### src/rtl/mem_1r1w_banked.sv
// mem_1r1w_banked: single-clock 1-read/1-write memory assembled from
// power-of-two banks. Per-lane write masking, post-reset hardware clear with
// a done flag, out-of-range protection on both ports.
// Optional read-during-write forwarding is built when the macro
// MEM_1R1W_BANKED_BYPASS_EN is defined; otherwise a same-address read and
// write in one cycle returns the old contents (read-before-write).
//
// Handshake: there is no back-pressure. A read is accepted in any cycle where
// init_done=1 and R0_en=1; its data appears on R0_data after the next rising
// edge and is held until the next accepted read. A write is accepted in any
// cycle where init_done=1 and W0_en=1, and is dropped if W0_addr >= DEPTH.
module mem_1r1w_banked #(
  parameter int DEPTH      = 48,
  parameter int WIDTH      = 64,
  parameter int BANK_DEPTH = 32,
  parameter int MASK_GRAN  = 16,
  localparam int ADDR_W    = (DEPTH > 1) ? $clog2(DEPTH) : 1,
  localparam int LANES     = WIDTH / MASK_GRAN
) (
  input  logic              clock,
  input  logic              reset,
  output logic              init_done,
  input  logic [ADDR_W-1:0] R0_addr,
  input  logic              R0_en,
  output logic [WIDTH-1:0]  R0_data,
  input  logic [ADDR_W-1:0] W0_addr,
  input  logic              W0_en,
  input  logic [WIDTH-1:0]  W0_data,
  input  logic [LANES-1:0]  W0_mask,
  output logic              o_dbg_state
);

  localparam int ROW_W  = $clog2(BANK_DEPTH);
  localparam int NBANKS = (DEPTH + BANK_DEPTH - 1) / BANK_DEPTH;
  localparam int BANK_W = (NBANKS > 1) ? $clog2(NBANKS) : 1;
  // Address is widened so the bank field exists even when DEPTH < BANK_DEPTH.
  localparam int AW_EXT = (ADDR_W > ROW_W) ? ADDR_W : ROW_W + 1;
  localparam logic [ADDR_W:0]   DEPTH_C    = (ADDR_W + 1)'(DEPTH);
  localparam logic [ROW_W-1:0]  LAST_ROW_C = ROW_W'(BANK_DEPTH - 1);

  typedef enum logic {
    ST_CLEAR = 1'b0,
    ST_READY = 1'b1
  } state_t;

  state_t           r_state;
  state_t           w_state_next;
  logic [ROW_W-1:0] r_clr_row;
  logic [ROW_W-1:0] w_clr_row_next;
  logic             w_ready;
  logic             w_clearing;

  // ---------------------------------------------------------------------------
  // Init FSM: sweep every row of every bank to zero, then serve traffic.
  // ---------------------------------------------------------------------------

  // State and clear-row registers; reset always restarts the sweep at row 0.
  always_ff @(posedge clock) begin
    if (reset) begin
      r_state   <= ST_CLEAR;
      r_clr_row <= '0;
    end else begin
      r_state   <= w_state_next;
      r_clr_row <= w_clr_row_next;
    end
  end

  // Next-state logic: advance one row per cycle, leave CLEAR after the last row.
  always_comb begin
    w_state_next   = r_state;
    w_clr_row_next = r_clr_row;
    case (r_state)
      ST_CLEAR: begin
        w_clr_row_next = r_clr_row + ROW_W'(1);
        if (r_clr_row == LAST_ROW_C) begin
          w_state_next = ST_READY;
        end
      end
      ST_READY: begin
        w_state_next = ST_READY;
      end
      default: begin
        w_state_next = ST_CLEAR;
      end
    endcase
  end

  assign w_ready     = (r_state == ST_READY);
  assign w_clearing  = (r_state == ST_CLEAR);
  assign init_done   = w_ready;
  assign o_dbg_state = r_state;

  // ---------------------------------------------------------------------------
  // Address decode
  // ---------------------------------------------------------------------------
  logic [AW_EXT-1:0] w_r_addr_ext;
  logic [AW_EXT-1:0] w_w_addr_ext;
  logic [ROW_W-1:0]  w_r_row;
  logic [ROW_W-1:0]  w_w_row;
  logic [BANK_W-1:0] w_r_bank;
  logic [BANK_W-1:0] w_w_bank;
  logic              w_r_in_range;
  logic              w_w_in_range;
  logic              w_rd_fire;
  logic              w_wr_fire;

  assign w_r_addr_ext = AW_EXT'(R0_addr);
  assign w_w_addr_ext = AW_EXT'(W0_addr);
  assign w_r_row      = w_r_addr_ext[ROW_W-1:0];
  assign w_w_row      = w_w_addr_ext[ROW_W-1:0];
  assign w_r_bank     = BANK_W'(w_r_addr_ext >> ROW_W);
  assign w_w_bank     = BANK_W'(w_w_addr_ext >> ROW_W);
  assign w_r_in_range = ({1'b0, R0_addr} < DEPTH_C);
  assign w_w_in_range = ({1'b0, W0_addr} < DEPTH_C);

  // Both ports are dead while clearing; a write racing a reset edge is dropped.
  assign w_rd_fire = w_ready & R0_en;
  assign w_wr_fire = w_ready & ~reset & W0_en & w_w_in_range;

  // ---------------------------------------------------------------------------
  // Banks: storage plus one registered read port each
  // ---------------------------------------------------------------------------
  logic [WIDTH-1:0] w_bank_q [NBANKS];

  for (genvar gb = 0; gb < NBANKS; gb++) begin : g_bank
    logic [WIDTH-1:0] r_mem [BANK_DEPTH];
    logic [WIDTH-1:0] r_rd_q;

    // Storage: clear sweep has priority, otherwise masked per-lane write.
    always_ff @(posedge clock) begin
      if (w_clearing) begin
        r_mem[r_clr_row] <= '0;
      end else if (w_wr_fire && (w_w_bank == BANK_W'(gb))) begin
        for (int l = 0; l < LANES; l++) begin
          if (W0_mask[l]) begin
            r_mem[w_w_row][l*MASK_GRAN +: MASK_GRAN] <= W0_data[l*MASK_GRAN +: MASK_GRAN];
          end
        end
      end
    end

    // Read register: only the addressed bank loads, every other bank holds.
    always_ff @(posedge clock) begin
      if (reset) begin
        r_rd_q <= '0;
      end else if (w_rd_fire && (w_r_bank == BANK_W'(gb))) begin
        r_rd_q <= r_mem[w_r_row];
      end
    end

    assign w_bank_q[gb] = r_rd_q;
  end

  // ---------------------------------------------------------------------------
  // Read-side selection
  // ---------------------------------------------------------------------------
  logic [BANK_W-1:0] r_bank_idx;
  logic              r_in_range;
  logic [WIDTH-1:0]  w_mux;
  logic [WIDTH-1:0]  w_merged;

  // Bank index and range flag of the last accepted read steer the output mux.
  always_ff @(posedge clock) begin
    if (reset) begin
      r_bank_idx <= '0;
      r_in_range <= 1'b0;
    end else if (w_rd_fire) begin
      r_bank_idx <= w_r_bank;
      r_in_range <= w_r_in_range;
    end
  end

  // Bank output mux; an index past the last bank yields zero.
  always_comb begin
    w_mux = '0;
    for (int b = 0; b < NBANKS; b++) begin
      if (r_bank_idx == BANK_W'(b)) begin
        w_mux = w_bank_q[b];
      end
    end
  end

`ifdef MEM_1R1W_BANKED_BYPASS_EN
  logic [LANES-1:0] r_fwd_mask;
  logic [WIDTH-1:0] r_fwd_data;
  logic             w_collide;

  assign w_collide = w_rd_fire & w_wr_fire & w_r_in_range & (R0_addr == W0_addr);

  // Forward register: remembers which lanes of the read were overwritten this cycle.
  always_ff @(posedge clock) begin
    if (reset) begin
      r_fwd_mask <= '0;
      r_fwd_data <= '0;
    end else if (w_rd_fire) begin
      r_fwd_mask <= w_collide ? W0_mask : '0;
      r_fwd_data <= W0_data;
    end
  end

  // Lane merge after the bank mux: forwarded lanes replace the stale bank data.
  always_comb begin
    w_merged = w_mux;
    for (int l = 0; l < LANES; l++) begin
      if (r_fwd_mask[l]) begin
        w_merged[l*MASK_GRAN +: MASK_GRAN] = r_fwd_data[l*MASK_GRAN +: MASK_GRAN];
      end
    end
  end
`else
  assign w_merged = w_mux;
`endif

  assign R0_data = r_in_range ? w_merged : '0;

endmodule

### config.mk
export PLATFORM = sky130hd
export DESIGN_NAME = mem_1r1w_banked
export DESIGN_NICKNAME = d
export VERILOG_FILES = /design/src/rtl/mem_1r1w_banked.sv
export SDC_FILE = /design/constraint.sdc
export NUM_CORES = 2
export LEC_CHECK = 0
export BUFFER_PORTS_ARGS = -buffer_cell sky130_fd_sc_hd__buf_2
export CAP_MARGIN = 20
export CORE_MARGIN = 4
export CORE_UTILIZATION = 60
export DETAILED_ROUTE_END_ITERATION = 16
export PLACE_DENSITY = 0.78
export RECOVER_POWER = 25
export SLEW_MARGIN = 20
export SYNTH_ARGS = -nofsm -noshare
export SYNTH_HDL_FRONTEND = slang
export SYNTH_SLANG_ARGS = --single-unit
### constraint.sdc
create_clock -name clock -period 8.5 [get_ports clock]
set_input_delay 0.425 -clock clock [delete_from_list [all_inputs] [get_ports clock]]
set_output_delay 0.425 -clock clock [all_outputs]
set_load 0.03 [all_outputs]
* After elaboration in Yosys (flattened, before gate mapping) *
Memory sizes are Yosys's and may differ from the RTL's. A register that Yosys moved wholly into a read port is not among the register bits.
Cells that the tools add are included.
W data, S select, Z words.

storage, ports and cells
  register bits = 8
  bits in writable memories = 4096
  input bits = 84
  output and inout port bits = 66
  logic and storage cells = 63
  memories = 2

memories
  memory           words  width  rd ports  clocked after memory_dff  write ports  RTL line  source
  g_bank[0].r_mem  32     64     1         1                         1            126       logic [WIDTH-1:0] r_mem [BANK_DEPTH];
  g_bank[1].r_mem  32     64     1         1                         1            126

operators by class
  add/subtract/negate cells = 1
  order comparisons = 2
  eq/ne operators = 1
  mux-type cells = 39
  bitwise operators = 8
  reduce and logical (&&, ||, !) cells = 6

operator list
  operator               count
  $mux W64               4
  $reduce_or A64 Y1      2
  $mux W1                30
  $lt A6 B6 Y1 const B   2
  $mux W5                2
  $mux W4                2
  $add A5 B1 Y5 const B  1
  $eq A5 B5 Y1 const B   1
  $and A1 B1 Y1          4
  $logic_and A1 B1 Y1    4
  $not A1 Y1             4
  $pmux W1 S2            1

* Longest topological paths before layout *
  word-level depth = 10
  gate-level depth with buffers = 11
  gate-level depth less buffers = 5

* Worst setup path before layout *
OpenSTA, ideal clock, no wires.

  path type = register to register
  start = register r_state, in the netlist init_done
  end = memory g_bank[1].r_mem[30][0], enable pin
  arrival = 2860 ps
  data required time = 8064 ps
  path slack = 5204 ps
  cell stages (with the launch flop) = 5
  buffers on the path = 3
  clock period less this slack = 3296 ps
  cells stage by stage = dfxtp_1 buf_2 clkbuf_1 buf_1 nor4b_1

on the way
  longest elaborated chain between the ends = 9

RTL lines
  item                                          RTL line  source
  from (decl)                                   46        state_t r_state;
  from (signal assigned)                        63        r_state <= w_state_next;
  $and A1 B1 Y1 (3 in a row)                    118       assign w_wr_fire = w_ready & ~reset & W0_en & w_w_in_range;
  $logic_and A1 B1 Y1                           133       end else if (w_wr_fire && (w_w_bank == BANK_W'(gb))) begin
  $mux W1                                       133
  $mux W1                                       131       if (w_clearing) begin
  $mux W1 (not written as such)                 136       r_mem[w_w_row][l*MASK_GRAN +: MASK_GRAN] <= W0_data[l*MASK_GRAN +: MASK_GRAN];
  $reduce_or A64 Y1 (no line)                   n/a
  $mux W5 (no line) or $mux W4 (tied branches)  n/a
  to (decl)                                     126

Several ways; a longest one is shown, not always the timed one.

* Worst setup path after layout *
  start = register r_state, in the netlist init_done
  end = register g_bank[1].r_rd_q[8], read port of g_bank[1].r_mem

on the way
  longest elaborated chain between the ends = 2

RTL lines
  item                 RTL line  source
  $and A1 B1 Y1        117       assign w_rd_fire = w_ready & R0_en;
  $logic_and A1 B1 Y1  146       end else if (w_rd_fire && (w_r_bank == BANK_W'(gb))) begin
  to (decl)            127       logic [WIDTH-1:0] r_rd_q;

Every way passes these cells.
A chain may end at the register's enable or synchronous reset.

==> results.py <==
metrics = {
    "run_status": {
        "status": "complete, but fails checks",
        "failed_checks": "max-capacitance violations, max-slew violations",
    },
    "logic_synthesis": {
        "syn_area_sq_um": 163700,
        "synth_fp_nets": 8161,
        "synth_top_family_by_area": "multiplexers",
        "async_flop_share_pct": 0,
        "synth_edf_count": 4096,
        "yosysWarnings": 0,
        "avgSynthCellArea_sq_um": 20.27,
        "synth_top_area_cell": "edfxtp_1",
        "synth-adder-area-share_pct": 0.01529,
        "synth_compound_area_share_pct": 3.900,
        "synth-simple-area-share_pct": 3.114,
        "synthTopCellsByArea": "edfxtp_1 75%, mux4_2 10%, mux2i_1 3.3%",
        "synthMuxAreaShare_pct": 14.71,
        "synth_cell_types": 53,
        "ys_seq_area_share_pct": 76.80,
        "synth_ff_type": "edfxtp_1",
        "synth-xor-area-share_pct": 0.01605,
        "synthCells": 8075,
        "synth_top_area_share_pct": 75.14,
        "ys_seq_elements": 4232,
    },
    "pwr": {
        "pwr-share-comb_pct": 3.9,
        "ir_drop_mv": 0.1735,
        "power_frac_seq_pct": 54.6,
        "intPower_mw": 33.22,
        "pwr_density_cell_nw_per_um2": 229.7,
        "p_clk_share_pct": 41.6,
        "switching_share_pct": 20.72,
        "p_leak_nw": 52.83,
        "p_sw_mw": 8.682,
    },
    "drt": {
        "dr_wl_met3_um": 51100,
        "routed_via_density": 6.904,
        "ant_nets": 0,
        "initialDrtViolationCount": 12710,
        "drc": 0,
        "drt-met1-wl_um": 147400,
        "wire_per_inst_um": 34.14,
        "wl_um": 422600,
        "top_layer": "met5",
        "dr_total_vias": 85480,
        "drtPass1Iterations": 7,
        "met2RoutedLength_um": 198700,
    },
    "timing": {
        "hold_viol": 0,
        "final-max-slew-violation-count": 1970,
        "rsz0062_at_grt": "false",
        "clock_skew_ns": 0.04134,
        "fin_crit_ns": 5.672,
        "setup_viol": 0,
        "totalNegativeSetupSlack_ns": 0,
        "holdWs_ns": 0.2132,
        "post-route-period-util_pct": 66.73,
        "tightestPinTransition_ns": 3.165,
        "max_freq_mhz": 176.3,
        "max-slew-margin-rel_pct": -111.0,
    },
    "floorplanning": {
        "die_y_um": 530.3,
        "dieArea_sq_um": 281200,
        "start_util_pct": 60.35,
        "ioPinCount": 150,
        "fp-row-count": 191,
        "core_sq_um": 271200,
        "fp.dieW_um": 530.3,
    },
    "setup_path": {
        "arrival_ns": 6.47,
        "cp_slowest_stage_delay_ns": 1.39,
        "critPathRequiredTime_ns": 9.30,
        "cp-start-kind": "flop",
        "path_buf_inv": 2,
        "cp_cell_sequence": "clkbuf_1 -> and4b_2 -> buf_4 -> nand2_2 -> a2111oi_0 -> a221oi_1 -> a21oi_1",
        "timing.rr.start": "init_done",
        "crit_family": "buffers and inverters",
        "critPathKind": "flop to flop",
        "crit_path_start": "init_done",
        "crit_slowest_cell": "clkbuf_1",
        "worst-path-max-fanout": 31,
        "worst_setup_path_end_kind": "flop",
    },
    "placed_design": {
        "place_congestion": 0.8973,
        "place_area_sq_um": 169800,
        "dp.cells": 11610,
        "dpl.hpwl_um": 248200,
        "portBuffers": 149,
    },
    "clocking": {
        "clkTransAtPathRegs_ns": 0.06,
        "cts_tree": "yes",
        "clock_path_buffers": 4,
        "cts_made_buffers": 401,
        "htreeDepth": 5,
        "clock_sinks": 4232,
        "root_buffer": "clkbuf_16",
        "clk_latency_ns": 0.91,
    },
    "cells_and_area": {
        "multi_input_area_sq_um": 36070,
        "final_cells": 12380,
        "drive_above_1_share_pct": 23.56,
        "ff_latch_area_sq_um": 125700,
        "layout.nets": 8537,
        "area_delta_synth_final_pct": 11.43,
        "stdcell_area_sq_um": 182400,
        "fill_cells": 16210,
    },
    "grt": {
        "grt_start_max_net_pins": 132,
        "grt.total_usage_pct": 29.98,
        "gr-total-overflow": 0,
        "grt_pass1_vias": 84950,
        "antenna_found_initial": 55,
        "grt_pass1_wl_um": 605700,
    },
    "worst_hold_path": {
        "hold_class": "input port to flop",
        "hp-start": "R0_addr[3]",
    },
    "flow_run": {
        "max_cap_violations": 64,
    },
}
[worst paths after layout]
| check | to | slack [ns] | depth (start not counted) |
|---|---|---|---|
| max | g_bank[1].r_rd_q[8] | 2.83 | 7 |
| min | g_bank[1].r_rd_q[43] | 0.21 | 3 |
| max reg2reg | g_bank[1].r_rd_q[8] | 2.83 | 7 |
| min reg2reg | g_bank[0].r_rd_q[31] | 0.50 | 1 |
[power groups by stage]
stage / Sequential [mW] / Clock (mW) / Combinational [mW]
5_1_grt: 22.9 / 18.4 / 1.69
3_5_place_dp: 23.3 / 0 / 1.59
4_1_cts: 22.9 / 17.5 / 1.61
6_report: 22.9 / 17.4 / 1.63
3_3_place_gp: 23.3 / 0 / 1.57
2_1_floorplan: 23.3 / 0 / 1.04
[registers in the layout (all words and copies together), names as in the netlist]
register / count
g_bank.r_rd_q: 128
r_in_range: 1
g_bank.r_mem: 4096
init_done: 1
r_clr_row: 5
r_bank_idx: 1
[kinds of logic (layout without fill, tap and decap cells)]
family          Yosys count  count (layout)
simple gates            996             996
fa+ha+maj                 2               2
compound gates          860             860
buf+inv                 517            1221
mux                    1465            1465
xor+xnor                  3               3
other cells               0              31
flops                  4232            4232
[routing by layer]
| metal | up-vias | global-route usage [%] |
|---|---|---|
| li1 | 34110 | - |
| met1 | 43980 | 41.19 |
| met2 | 6252 | 45.45 |
| met3 | 1105 | 6.891 |
| met4 | 20 | 16.01 |
| met5 | - | 0 |
[synth_stat cells (64+ instances only)]
| library cell | number |
|---|---|
| a221oi_1 | 85 |
| nor2b_1 | 226 |
| edfxtp_1 | 4096 |
| nand3_1 | 68 |
| mux4_2 | 733 |
| dfxtp_1 | 136 |
| a22o_1 | 137 |
| a211oi_1 | 123 |
| and2_1 | 132 |
| mux2_2 | 190 |
| o22ai_1 | 130 |
| a22oi_1 | 132 |
| clkbuf_1 | 277 |
| mux2i_1 | 541 |
| buf_2 | 162 |
| a21oi_1 | 69 |
| nor2_1 | 306 |
| o211ai_1 | 64 |
| nor3_1 | 143 |
[worst min-delay path: cells and delay by family]
| family | cells | cell delay, ns |
|---|---|---|
| AOI/OAI and AO/OA | 2 | 0.34 |
| buffers and inverters | 1 | 0.23 |
[cell type report]
| cell class | instances | area share (%) |
|---|---|---|
| diodes | 31 | 0.04253 |
| clock buffers | 522 | 5.994 |
| clock inverters | 209 | 0.9652 |
| inverters | 3 | 0.006860 |
| multi-input cells | 3326 | 19.78 |
| flip-flops and latches | 4232 | 68.93 |
| well taps | 3570 | 2.449 |
| repair buffers | 487 | 1.833 |
[per-stage QoR]
step	worst slack, ns	utilization [%]	power, mW
after floorplan	5.204	-	24.31
after global placement	3.544	62.58	24.84
after detailed placement	4.101	62.60	24.88
after CTS	4.251	67.29	41.95
after global routing	2.753	67.23	42.97
final	2.828	67.24	41.90
[placed cells by master, fill, tap and decap left out, types with 124 or more instances in the layout]
cell type,instances
edfxtp_1,4096
mux4_2,733
mux2i_1,540
clkbuf_16,412
buf_4,267
nor2_1,238
nor2b_1,221
mux2_2,189
clkbuf_1,159
nor3_1,139
a22o_1,137
dfxtp_1,135
a22oi_1,132
o22ai_1,130
buf_2,124
[what timing repair did]
item,CTS,global route
hold buffers,3,0
resized for setup,0,0
endpoints found under the hold margin,23,0
setup buffers,0,0
Note: power is estimated with default switching activity, not from simulation.
